## src/rtl/arith_pkg.sv

```systemverilog
// Shared definitions for the serial subtractor: FSM encoding and sizing helpers.
// Latency: n/a (types and constant functions only).
// Backpressure: n/a.
package arith_pkg;

  typedef enum logic [1:0] {
    ST_IDLE = 2'd0,
    ST_RUN  = 2'd1,
    ST_DONE = 2'd2
  } state_t;

  // Number of DIGIT-wide chunks needed to cover SIZE bits.
  function automatic int nchunk(input int size, input int digit);
    return size / digit;
  endfunction

  // One spare bit so the counter can never alias on the last chunk.
  function automatic int cnt_width(input int n);
    return $clog2(n) + 1;
  endfunction

endpackage

```

## src/rtl/serial_subtractor_if.sv

```systemverilog
// Request/result bundle of the serial subtractor.
// Latency: n/a (wires only).
// Backpressure: none; start is ignored while busy, consumers qualify results on done.
interface serial_subtractor_if #(
  parameter int SIZE = 8
);
  logic            start;
  logic [SIZE-1:0] A;
  logic [SIZE-1:0] B;
  logic            bin;
  logic            busy;
  logic            done;
  logic [SIZE-1:0] Diff;
  logic            bout;
  logic            overflow;
  logic            zero;

  modport master (
    output start, A, B, bin,
    input  busy, done, Diff, bout, overflow, zero
  );

  modport slave (
    input  start, A, B, bin,
    output busy, done, Diff, bout, overflow, zero
  );
endinterface

```

## src/rtl/full_adder.sv

```systemverilog
// One-bit full adder cell.
// Latency: combinational.
// Backpressure: none.
module full_adder (
  input  logic a,
  input  logic b,
  input  logic cin,
  output logic s,
  output logic cout
);
  assign s    = a ^ b ^ cin;
  assign cout = (a & b) | (cin & (a ^ b));
endmodule

```

## src/rtl/sub_slice.sv

```systemverilog
// DIGIT-wide subtract chunk: a + ~b + cin through a ripple of full_adder cells.
// Latency: combinational.
// Backpressure: none.
module sub_slice #(
  parameter int DIGIT = 1
) (
  input  logic [DIGIT-1:0] a,
  input  logic [DIGIT-1:0] b,
  input  logic             cin,
  output logic [DIGIT-1:0] sum,
  output logic             cout
);
  logic [DIGIT:0] c;

  assign c[0] = cin;
  assign cout = c[DIGIT];

  for (genvar i = 0; i < DIGIT; i++) begin : g_fa
    full_adder u_fa (
      .a    (a[i]),
      .b    (~b[i]),
      .cin  (c[i]),
      .s    (sum[i]),
      .cout (c[i+1])
    );
  end
endmodule

```

## src/rtl/serial_subtractor.sv

```systemverilog
// Multi-cycle A - B - bin, DIGIT bits per clock through one reused sub_slice.
// Latency: busy for SIZE/DIGIT cycles after the capture edge, then a one-cycle done.
// Backpressure: start is only accepted in IDLE or DONE; start while busy is dropped.
module serial_subtractor
  import arith_pkg::*;
#(
  parameter int SIZE  = 8,
  parameter int DIGIT = 1
) (
  input logic               clk,
  input logic               rst,
  serial_subtractor_if.slave io
);
  localparam int NCHUNK = nchunk(SIZE, DIGIT);
  localparam int CNT_W  = cnt_width(NCHUNK);

  if (SIZE % DIGIT != 0) begin : g_bad_digit
    $error("serial_subtractor: DIGIT must divide SIZE exactly");
  end

  state_t            state, state_nxt;
  logic [SIZE-1:0]   a_sh, b_sh;
  logic [SIZE-1:0]   diff_acc, diff_nxt;
  logic              a_msb, b_msb;
  logic              carry;
  logic [CNT_W-1:0]  cnt;
  logic [DIGIT-1:0]  chunk_sum;
  logic              chunk_cout;
  logic              accept;
  logic              last_chunk;

  assign accept     = io.start && (state != ST_RUN);
  assign last_chunk = (cnt == CNT_W'(NCHUNK - 1));
  assign io.busy    = (state == ST_RUN);
  assign io.done    = (state == ST_DONE);

  // Operands shift right so the active chunk always sits in the low DIGIT bits.
  sub_slice #(.DIGIT(DIGIT)) u_slice (
    .a    (a_sh[DIGIT-1:0]),
    .b    (b_sh[DIGIT-1:0]),
    .cin  (carry),
    .sum  (chunk_sum),
    .cout (chunk_cout)
  );

  // New chunk enters at the top; after NCHUNK shifts chunk 0 lands at bit 0.
  assign diff_nxt = (diff_acc >> DIGIT) | (SIZE'(chunk_sum) << (SIZE - DIGIT));

  // State register.
  always_ff @(posedge clk) begin
    if (rst) state <= ST_IDLE;
    else     state <= state_nxt;
  end

  // Next-state: DONE accepts a new start exactly like IDLE.
  always_comb begin
    state_nxt = state;
    case (state)
      ST_IDLE: if (io.start) state_nxt = ST_RUN;
      ST_RUN:  if (last_chunk) state_nxt = ST_DONE;
      ST_DONE: state_nxt = io.start ? ST_RUN : ST_IDLE;
      default: state_nxt = ST_IDLE;
    endcase
  end

  // Datapath: capture, per-chunk accumulate, and result/flag update on the last chunk.
  always_ff @(posedge clk) begin
    if (rst) begin
      a_sh        <= '0;
      b_sh        <= '0;
      a_msb       <= 1'b0;
      b_msb       <= 1'b0;
      carry       <= 1'b0;
      cnt         <= '0;
      diff_acc    <= '0;
      io.Diff     <= '0;
      io.bout     <= 1'b0;
      io.overflow <= 1'b0;
      io.zero     <= 1'b0;
    end else if (accept) begin
      a_sh     <= io.A;
      b_sh     <= io.B;
      a_msb    <= io.A[SIZE-1];
      b_msb    <= io.B[SIZE-1];
      carry    <= ~io.bin;
      cnt      <= '0;
      diff_acc <= '0;
    end else if (state == ST_RUN) begin
      a_sh     <= a_sh >> DIGIT;
      b_sh     <= b_sh >> DIGIT;
      carry    <= chunk_cout;
      cnt      <= cnt + CNT_W'(1);
      diff_acc <= diff_nxt;
      if (last_chunk) begin
        io.Diff     <= diff_nxt;
        io.bout     <= ~chunk_cout;
        io.overflow <= (a_msb != b_msb) && (diff_nxt[SIZE-1] != a_msb);
        io.zero     <= (diff_nxt == '0);
      end
    end
  end
endmodule

```

## src/flat_wrapper.sv

```systemverilog
// flat-port wrapper written by rule: the top's interface ports become plain ports
module serial_subtractor_flat import arith_pkg::*;
#(
  parameter int SIZE  = 8,
  parameter int DIGIT = 1
)
  (clk, rst, io_start, io_A, io_B, io_bin, io_busy, io_done, io_Diff, io_bout, io_overflow, io_zero);
  serial_subtractor_if #(.SIZE(SIZE)) io_i ();
  input logic clk;
  input logic rst;
  input wire logic [$bits(io_i.start)-1:0] io_start;
  input wire logic [$bits(io_i.A)-1:0] io_A;
  input wire logic [$bits(io_i.B)-1:0] io_B;
  input wire logic [$bits(io_i.bin)-1:0] io_bin;
  output wire logic [$bits(io_i.busy)-1:0] io_busy;
  output wire logic [$bits(io_i.done)-1:0] io_done;
  output wire logic [$bits(io_i.Diff)-1:0] io_Diff;
  output wire logic [$bits(io_i.bout)-1:0] io_bout;
  output wire logic [$bits(io_i.overflow)-1:0] io_overflow;
  output wire logic [$bits(io_i.zero)-1:0] io_zero;
  assign io_i.start = io_start;
  assign io_i.A = io_A;
  assign io_i.B = io_B;
  assign io_i.bin = io_bin;
  assign io_busy = io_i.busy;
  assign io_done = io_i.done;
  assign io_Diff = io_i.Diff;
  assign io_bout = io_i.bout;
  assign io_overflow = io_i.overflow;
  assign io_zero = io_i.zero;
  serial_subtractor #(.SIZE(SIZE), .DIGIT(DIGIT)) u_core (.clk(clk), .rst(rst), .io(io_i));
endmodule
```

## config.mk

```make
export PLATFORM = sky130hd
export DESIGN_NAME = serial_subtractor_flat
export DESIGN_NICKNAME = d
export VERILOG_FILES = /design/src/rtl/arith_pkg.sv /design/src/rtl/serial_subtractor_if.sv /design/src/rtl/full_adder.sv /design/src/rtl/sub_slice.sv /design/src/rtl/serial_subtractor.sv /design/src/flat_wrapper.sv
export SDC_FILE = /design/constraint.sdc
export NUM_CORES = 1
export LEC_CHECK = 0
export BUFFER_PORTS_ARGS = -buffer_cell sky130_fd_sc_hd__buf_2
export CAP_MARGIN = 20
export CORE_ASPECT_RATIO = 1.25
export CORE_MARGIN = 4
export CORE_UTILIZATION = 40
export DETAILED_ROUTE_END_ITERATION = 7
export GPL_TIMING_DRIVEN = 0
export PLACE_DENSITY = 0.58
export SETUP_SLACK_MARGIN = 0.2
export SLEW_MARGIN = 15
export SYNTH_ARGS = -nofsm -noshare
export SYNTH_HDL_FRONTEND = slang
export SYNTH_HIERARCHICAL = 1
export SYNTH_SLANG_ARGS = --single-unit
```

## constraint.sdc

```tcl
create_clock -name clk -period 2.6 [get_ports clk]
set_input_delay 0.52 -clock clk [delete_from_list [all_inputs] [get_ports clk]]
set_output_delay 0.52 -clock clk [all_outputs]
set_load 0.03 [all_outputs]
```

==> results of run 1 <==
-- cell type report --
type | count | area (sq um) | area share [%]
flip-flops and latches | 43 | 861 | 41.0
multi-input cells | 136 | 815 | 38.8
repair buffers | 30 | 150 | 7.15
plain buffers | 18 | 109 | 5.18
clock buffers | 7 | 76.3 | 3.64
well taps | 58 | 72.6 | 3.46
inverters | 3 | 11.3 | 0.536
clock inverters | 1 | 5.00 | 0.238
-- per-layer routing --
layer  routed length (um)  vias up  GRT usage [%]
met5                    0        -              0
met4                   29        0           4.34
met3                  175        2           4.06
met2                 1850       30           24.6
met1                 1870      687           21.0
li1                     -      778              -
-- worst paths after layout --
check	end	slack, ps	from	cells past startpoint
worst max-delay path	io_busy	650	u_core/state[0]	5
worst min-delay path	u_core/io.Diff[7]	470	u_core/io.Diff[7]	2
worst max register to register	u_core/io.overflow	1060	u_core/b_sh[0]	5
worst min register to register	u_core/io.Diff[7]	470	u_core/io.Diff[7]	2
-- through the flow --
| stage | utilization [%] | power [mW] | hold WS, ps | instance area [sq um] |
|---|---|---|---|---|
| final | 48.2 | 1.28 | 474 | 2100 |
| after global routing | 48.2 | 1.35 | 504 | 2100 |
| after CTS | 48.2 | 1.29 | 477 | 2100 |
| after detailed placement | 46.3 | 0.889 | 465 | 2020 |
| after global placement | 46.3 | 0.887 | 460 | 2020 |
| after floorplan | - | 0.839 | 450 | 1800 |
-- worst max-delay path, cell delays in order (launching register included) --
cell      delay (ps)
dfxtp_1          400
nand2b_1          90
buf_6            140
inv_2            150
buf_6            170
buf_2            200
-- report_power, final --
part | switching, mW | internal [mW]
clock network | 0.217 | 0.189
registers | 0.0186 | 0.688
logic | 0.0948 | 0.0704
total | 0.331 | 0.947
-- sequential cells by signal, indices dropped and copies added, names as in the netlist --
| name | flops |
|---|---|
| u_core/io.zero | 1 |
| u_core/a_msb | 1 |
| u_core/io.Diff | 8 |
| u_core/state | 2 |
| u_core/io.overflow | 1 |
| u_core/cnt | 4 |
| u_core/b_msb | 1 |
| u_core/carry | 1 |
| u_core/diff_acc | 7 |
| u_core/io.bout | 1 |
| u_core/b_sh | 8 |
| u_core/a_sh | 8 |
-- kinds of logic (layout without fill, tap and decap cells) --
kind of cell,Yosys count,count (layout)
AOI/OAI and AO/OA,55,55
xor gates and xnor gates,2,2
adders and majority gates,2,2
buffers and inverters,21,59
DFF,43,43
muxes,16,16
and+or+nand+nor,61,61
-- cell usage in the layout, fill, tap and decap left out, types with 3 or more instances in the layout --
cell type   n
mux2i_1    16
buf_6       3
a21oi_1    24
clkbuf_1    8
o21ai_0    12
nand3_1    11
dfxtp_1    43
nor3_1      3
buf_4       3
a211oi_1   16
nand2_1    18
nor2_1     18
buf_2      34
clkbuf_8    5
==> flow_summary.yaml, run 1 <==
logic_synthesis:
  synth_top_flop_cell: "dfxtp_1"
  syn_nets: 222
  synthAdderAreaFrac_pct: 1.81
  ys_top_cells_by_count: "dfxtp_1 (43), a21oi_1 (24), nand2_1 (18), nor2_1 (18)"
  synth_xor_area_share_pct: 0.976
  synth.most_common_cell: "dfxtp_1"
  synth_compound_area_share_pct: 18.0
  synth_area_leader_cell: "dfxtp_1"
  ys_types: 31
  synthCells: 200
  async_reset_ff_share_pct: 0
  synth_edf_count: 0
  synth_area_sq_um: 1800
  synth.mux.area_fraction_pct: 8.92
  ys_ff_latch: 43
  avgSynthCellArea_sq_um: 8.98
  synth.top_cells.by_area: "dfxtp_1 (48%), mux2i_1 (8.9%), a21oi_1 (6.7%)"
  ys_warn_count: 6
  synthDominantCellAreaShare_pct: 47.9
  ys_seq_area_share_pct: 47.9
  synth_top_family_by_area: "compound AO/OA/AOI/OAI gates"
  yosys.area_share.simple_pct: 15.6
layout:
  nFillCells: 459
  nNetsFinal: 259
  area.growth.synth_to_final_pct: 16.9
  layout-drive-gt1-share_pct: 20.6
  fin_cells: 296
  diodes: 0
floorplan:
  rows: 27
  pin_count: 33
  die_w_um: 67.9
  die_y_um: 82.9
  initial_core_util_pct: 41.2
  core_area_sq_um: 4360
  dieArea_sq_um: 5630
placement:
  port_buffers: 30
  place_inst: 288
  place_hpwl_mm: 2.85
  routabilityCongestion: 0.715
  dp_slack_ps: 955
timing:
  min_period_ps: 1950
  setup_viol: 0
  fin_skew_ps: 2.35
  worstMarginPinSlew_ps: 499
  setup_tns_ps: 0
  fmaxAchievable_mhz: 514
  hold_viol: 0
  timing.final.ws_setup_ps: 653
  slew_headroom_pct: 66.7
  slew_violations: 0
  rsz0062_at_grt: "false"
  fin_crit_sh_pct: 74.9
global_routing:
  grt_util_all_layers_pct: 15.7
  grt_max_degree: 13
  antenna_found_initial: 0
  gr-total-overflow: 0
  grt_pass1_wl_mm: 6.87
  grt_pass1_vias: 1466
outcome:
  status: "finished clean"
clock_network:
  htreeDepth: 2
  postCtsSetupBuffers: 0
  cts_made_buffers: 5
  clockRootBuffer: "clkbuf_8"
  insertion_delay_ps: 290
  clk_pin_slew_worst_paths_ps: 80
  cts_tree: "built"
  cts_resized: 0
  hold_buffers: 0
  clock-sinks: 43
  clockBufferDepth: 2
drt:
  wl_per_cell_um: 13.2
  drc_errors: 0
  first_pass_iters: 4
  drtIter0Drc: 81
  avgViaCountPerCell: 5.06
  ant_nets: 0
  vias: 1497
  routed_wl_mm: 3.92
worst_setup_path:
  endpoint_kind: "primary output"
  worst_ep_arrival_time_ps: 1430
  cp_max_fo: 10
  cp.required_ps: 2080
  critPathKind: "reg -> out"
  crit_path_start_kind: "flip-flop"
job:
  drv_cap: 0
power_and_ir_drop:
  peakVddDrop_mv: 0.320
  power.density_nw_per_um2: 609
  leakagePower_nw: 0.863
min_path:
  hold_class: "reg -> reg"
Power figures use the tool's default switching activity.
==> run 2: changes to the inputs <==
- clock period: 2.6 -> 1.8 ns (I/O delays scaled with it)
==> flow_summary.yaml, run 2 (synthesis results as in run 1) <==
worst_setup_path:
  reg2regPathDepth: 5
  cp_max_fo: 9
  worst_ep_arrival_time_ps: 1180
  rrSetupSlack_ps: 280
  critPathLaunch: "u_core/state[1]"
  endpoint_kind: "primary output"
  critPathKind: "reg -> out"
  r2r-start: "u_core/b_sh[0]"
  cp.required_ps: 1440
  crit_path_start_kind: "flip-flop"
floorplan:
  pin_count: 33
  dieArea_sq_um: 5630
  die_w_um: 67.9
  rows: 27
  die_y_um: 82.9
  core_area_sq_um: 4360
  initial_core_util_pct: 41.2
job:
  drv_cap: 0
layout:
  diodes: 0
  multi_input_area_sq_um: 820
  layout_commonest_cell: "dfxtp_1"
  layout-drive-gt1-share_pct: 22.6
  area.growth.synth_to_final_pct: 18.7
  reg_top3: "u_core/a_sh x8, u_core/b_sh x8, u_core/io.Diff x8"
  fin_cells: 297
  nFillCells: 460
  seqCellArea_sq_um: 862
  final_cell_mix: "dfxtp_1 (42), buf_2 (33), a21oi_1 (24), nor2_1 (18), nand2_1 (18)"
  nNetsFinal: 260
placement:
  port_buffers: 30
  place_inst: 288
  place_hpwl_mm: 2.85
  routabilityCongestion: 0.715
drt:
  first_pass_iters: 4
  vias: 1510
  routed_wl_mm: 3.94
  wl_per_cell_um: 13.3
  drtIter0Drc: 79
  drc_errors: 0
  avgViaCountPerCell: 5.08
  ant_nets: 0
global_routing:
  grt_pass1_wl_mm: 6.93
  gr-total-overflow: 0
  grt_max_degree: 13
  grt_util_all_layers_pct: 15.9
  antenna_found_initial: 0
  grt_pass1_vias: 1473
clock_network:
  clockRootBuffer: "clkbuf_8"
  insertion_delay_ps: 290
  clock-sinks: 43
  clk_pin_slew_worst_paths_ps: 80
  cts_tree: "built"
  clockBufferDepth: 2
  htreeDepth: 2
  hold_buffers: 0
  cts_made_buffers: 5
timing:
  fin_crit_sh_pct: 85.8
  min_period_ps: 1540
  fmaxAchievable_mhz: 647
  slew_violations: 0
  worstMarginPinSlew_ps: 496
  rsz0062_at_grt: "true"
  setup_viol: 0
  slew_headroom_pct: 67.0
  setup_tns_ps: 0
  fin_skew_ps: 2.55
  hold_viol: 0
power_and_ir_drop:
  leakagePower_nw: 0.875
  peakVddDrop_mv: 0.463
  power.density_nw_per_um2: 873
min_path:
  holdCritStartpoint: "io_B[7]"
  hold_class: "in -> reg"
  min_delay_path_depth: 3
outcome:
  status: "finished clean"
## run 2: cell count changes in the layout (fill, tap and decap cells not counted), sizes merged
| cell | previous run | this run |
|---|---|---|
| buf | 40 | 41 |
## run 2: cell type report
type,count,share of cell area [%]
clock inverter,1,0.235
tap,58,3.40
timing repair buffer,31,7.69
sequential,43,40.4
clock buffer,7,3.58
inverter,3,0.880
multi-input combinational,136,38.4
buffer,18,5.34
## run 2: per-layer routing
metal	vias up	part of all wire, %	track usage [%]
met5	-	0	0
met4	0	0.74	4.34
met3	2	4.2	4.06
met2	30	48	24.9
met1	700	47	21.2
li1	778	-	-
## run 2: worst paths after layout
path                   endpoint
max                     io_busy
min                u_core/b_msb
max reg2reg  u_core/io.overflow
min reg2reg   u_core/io.Diff[3]
## run 2: repair_timing
action	in CTS	in global routing
setup endpoints to repair	1	5
gates resized for setup	6	5
buffers inserted	1	0
pin swaps	0	0
## run 2: metrics by stage
stage          instance area, sq um  power (mW)  hold slack (ps)  setup WS (ps)  util, %
3_5_place_dp                   2020        1.28              465            266     46.3
4_1_cts                        2120        1.88              329            228     48.7
6_report                       2130        1.86              338            255     48.9
3_3_place_gp                   2020        1.28              460            272     46.3
5_1_grt                        2130        1.96              356            178     48.9
2_1_floorplan                  1800        1.21              450            408        -
## run 2: report_power, final
group / switching [mW] / internal, mW / total, mW
logic: 0.141 / 0.112 / 0.253
registers: 0.0270 / 0.995 / 1.02
clock network: 0.315 / 0.273 / 0.587
total: 0.483 / 1.38 / 1.86
## run 2: worst max-delay path: stages, from the launching register on
cell and delay [ps]:
dfxtp_1 310, nand2b_1 140, buf_6 140, inv_8 80, buf_8 100, buf_6 120
==> run 3: changes to the inputs <==
- CORE_ASPECT_RATIO: 1.25 -> 0.6
==> flow_summary.yaml, run 3 (synthesis results as in run 1) <==
power_and_ir_drop:
  peakVddDrop_mv: 0.411
  power.density_nw_per_um2: 870
  leakagePower_nw: 0.881
drt:
  routed_wl_mm: 4.15
  avgViaCountPerCell: 5.05
  vias: 1514
  wl_per_cell_um: 13.8
  drc_errors: 0
  first_pass_iters: 4
  drtIter0Drc: 65
  ant_nets: 0
global_routing:
  gr-total-overflow: 0
  antenna_found_initial: 0
  grt_util_all_layers_pct: 16.0
  grt-busiest-layer: "met1"
  grt_pass1_vias: 1419
  grt_max_degree: 13
  use_met2_pct: 21.4
  grtUsageMet1_pct: 24.6
  grtUsageMet3_pct: 4.03
  grt_pass1_wl_mm: 6.85
layout:
  layout-drive-gt1-share_pct: 23.3
  area.growth.synth_to_final_pct: 19.7
  reg_top3: "u_core/a_sh x8, u_core/b_sh x8, u_core/io.Diff x8"
  multi_input_area_sq_um: 820
  seqCellArea_sq_um: 863
  layout_commonest_cell: "dfxtp_1"
  diodes: 0
  nNetsFinal: 261
  final_cell_mix: "dfxtp_1 (41), buf_2 (33), a21oi_1 (24), nor2_1 (18), nand2_1 (18)"
  nFillCells: 435
timing:
  slew_headroom_pct: 64.4
  rsz0062_at_grt: "true"
  min_period_ps: 1540
  fin_skew_ps: 3.18
  setup_tns_ps: 0
  worstMarginPinSlew_ps: 533
  hold_viol: 0
  fmaxAchievable_mhz: 650
  slew_violations: 0
  setup_viol: 0
  fin_crit_sh_pct: 85.5
  holdWs_ps: 349
worst_setup_path:
  reg2regPathDepth: 5
  critPathLaunch: "u_core/state[1]"
  endpoint_kind: "primary output"
  crit_path_start_kind: "flip-flop"
  cp-endpoint: "io_busy"
  worst_ep_arrival_time_ps: 1180
  critPathKind: "reg -> out"
  r2r-start: "u_core/b_sh[0]"
  cp_max_fo: 9
  rrSetupSlack_ps: 320
  r2r-end: "u_core/io.overflow"
  cp.required_ps: 1440
job:
  drv_cap: 0
floorplan:
  initial_core_util_pct: 42.6
  die_w_um: 94.5
  pin_count: 33
  rows: 18
  core_area_sq_um: 4210
  dieArea_sq_um: 5660
  die_y_um: 59.9
clock_network:
  clockRootBuffer: "clkbuf_8"
  cts_made_buffers: 5
  hold_buffers: 0
  insertion_delay_ps: 290
  clock-sinks: 43
  clockBufferDepth: 2
  cts_tree: "built"
  clk_pin_slew_worst_paths_ps: 80
  htreeDepth: 2
placement:
  place_hpwl_mm: 3.04
  port_buffers: 30
  routabilityCongestion: 0.742
min_path:
  min_delay_path_depth: 3
  hold_class: "in -> reg"
outcome:
  status: "finished clean"
-- run 3: cell count changes in the layout (fill, tap and decap cells not counted), sizes merged --
cell and delta:
buf +1, inv -1, clkinv +1
-- run 3: timing repair --
item                       CTS  global route
resized for setup            7             6
setup endpoints to repair    2             6
pin swaps                    0             2
setup buffers                1             1
-- run 3: critical path, cell delays in order, from the launching register on --
cell and delay (ps):
dfxtp_2 330, nand2b_1 110, buf_6 130, clkinv_8 70
buf_8 130, buf_6 130
-- run 3: power breakdown --
group / total, mW / switching (mW) / internal (mW)
Sequential: 1.02 / 0.0277 / 0.995
Combinational: 0.266 / 0.150 / 0.116
Clock: 0.580 / 0.308 / 0.272
-- run 3: how the worst min path moves through the flow --
stage                        from                  to
2_1_floorplan  u_core/diff_acc[1]  u_core/diff_acc[1]
3_3_place_gp    u_core/io.Diff[3]   u_core/io.Diff[3]
3_5_place_dp    u_core/io.Diff[0]   u_core/io.Diff[0]
4_1_cts                   io_B[7]        u_core/b_msb
5_1_grt                   io_A[7]        u_core/a_msb
6_report                  io_A[7]        u_core/a_msb
-- run 3: area by class of cell --
| cell class | instances | area share, % |
|---|---|---|
| flip-flops and latches | 43 | 40.2 |
| multi-input cells | 136 | 38.1 |
| repair buffers | 32 | 7.98 |
| plain buffers | 18 | 5.30 |
| clock buffers | 7 | 3.55 |
| well taps | 60 | 3.49 |
| inverters | 3 | 1.11 |
| clock inverters | 1 | 0.233 |
-- run 3: metal layers --
layer	wire [um]	share of wire [%]	vias to the layer above
li1	-	-	777
met1	2370	57	703
met2	1560	38	29
met3	185	4.5	5
met5	0	0	-
met4	35	0.84	0
-- run 3: stage by stage --
| stage | instances | worst slack [ps] | power [mW] | cell area (sq um) | util, % |
|---|---|---|---|---|---|
| 2_1_floorplan | 200 | 408 | 1.21 | 1800 | - |
| 3_5_place_dp | 290 | 242 | 1.29 | 2020 | 48.0 |
| 6_report | 300 | 261 | 1.87 | 2150 | 51.0 |
| 4_1_cts | 299 | 207 | 1.88 | 2130 | 50.5 |
| 5_1_grt | 300 | 188 | 1.96 | 2150 | 51.0 |
| 3_3_place_gp | 290 | 230 | 1.29 | 2020 | 48.0 |
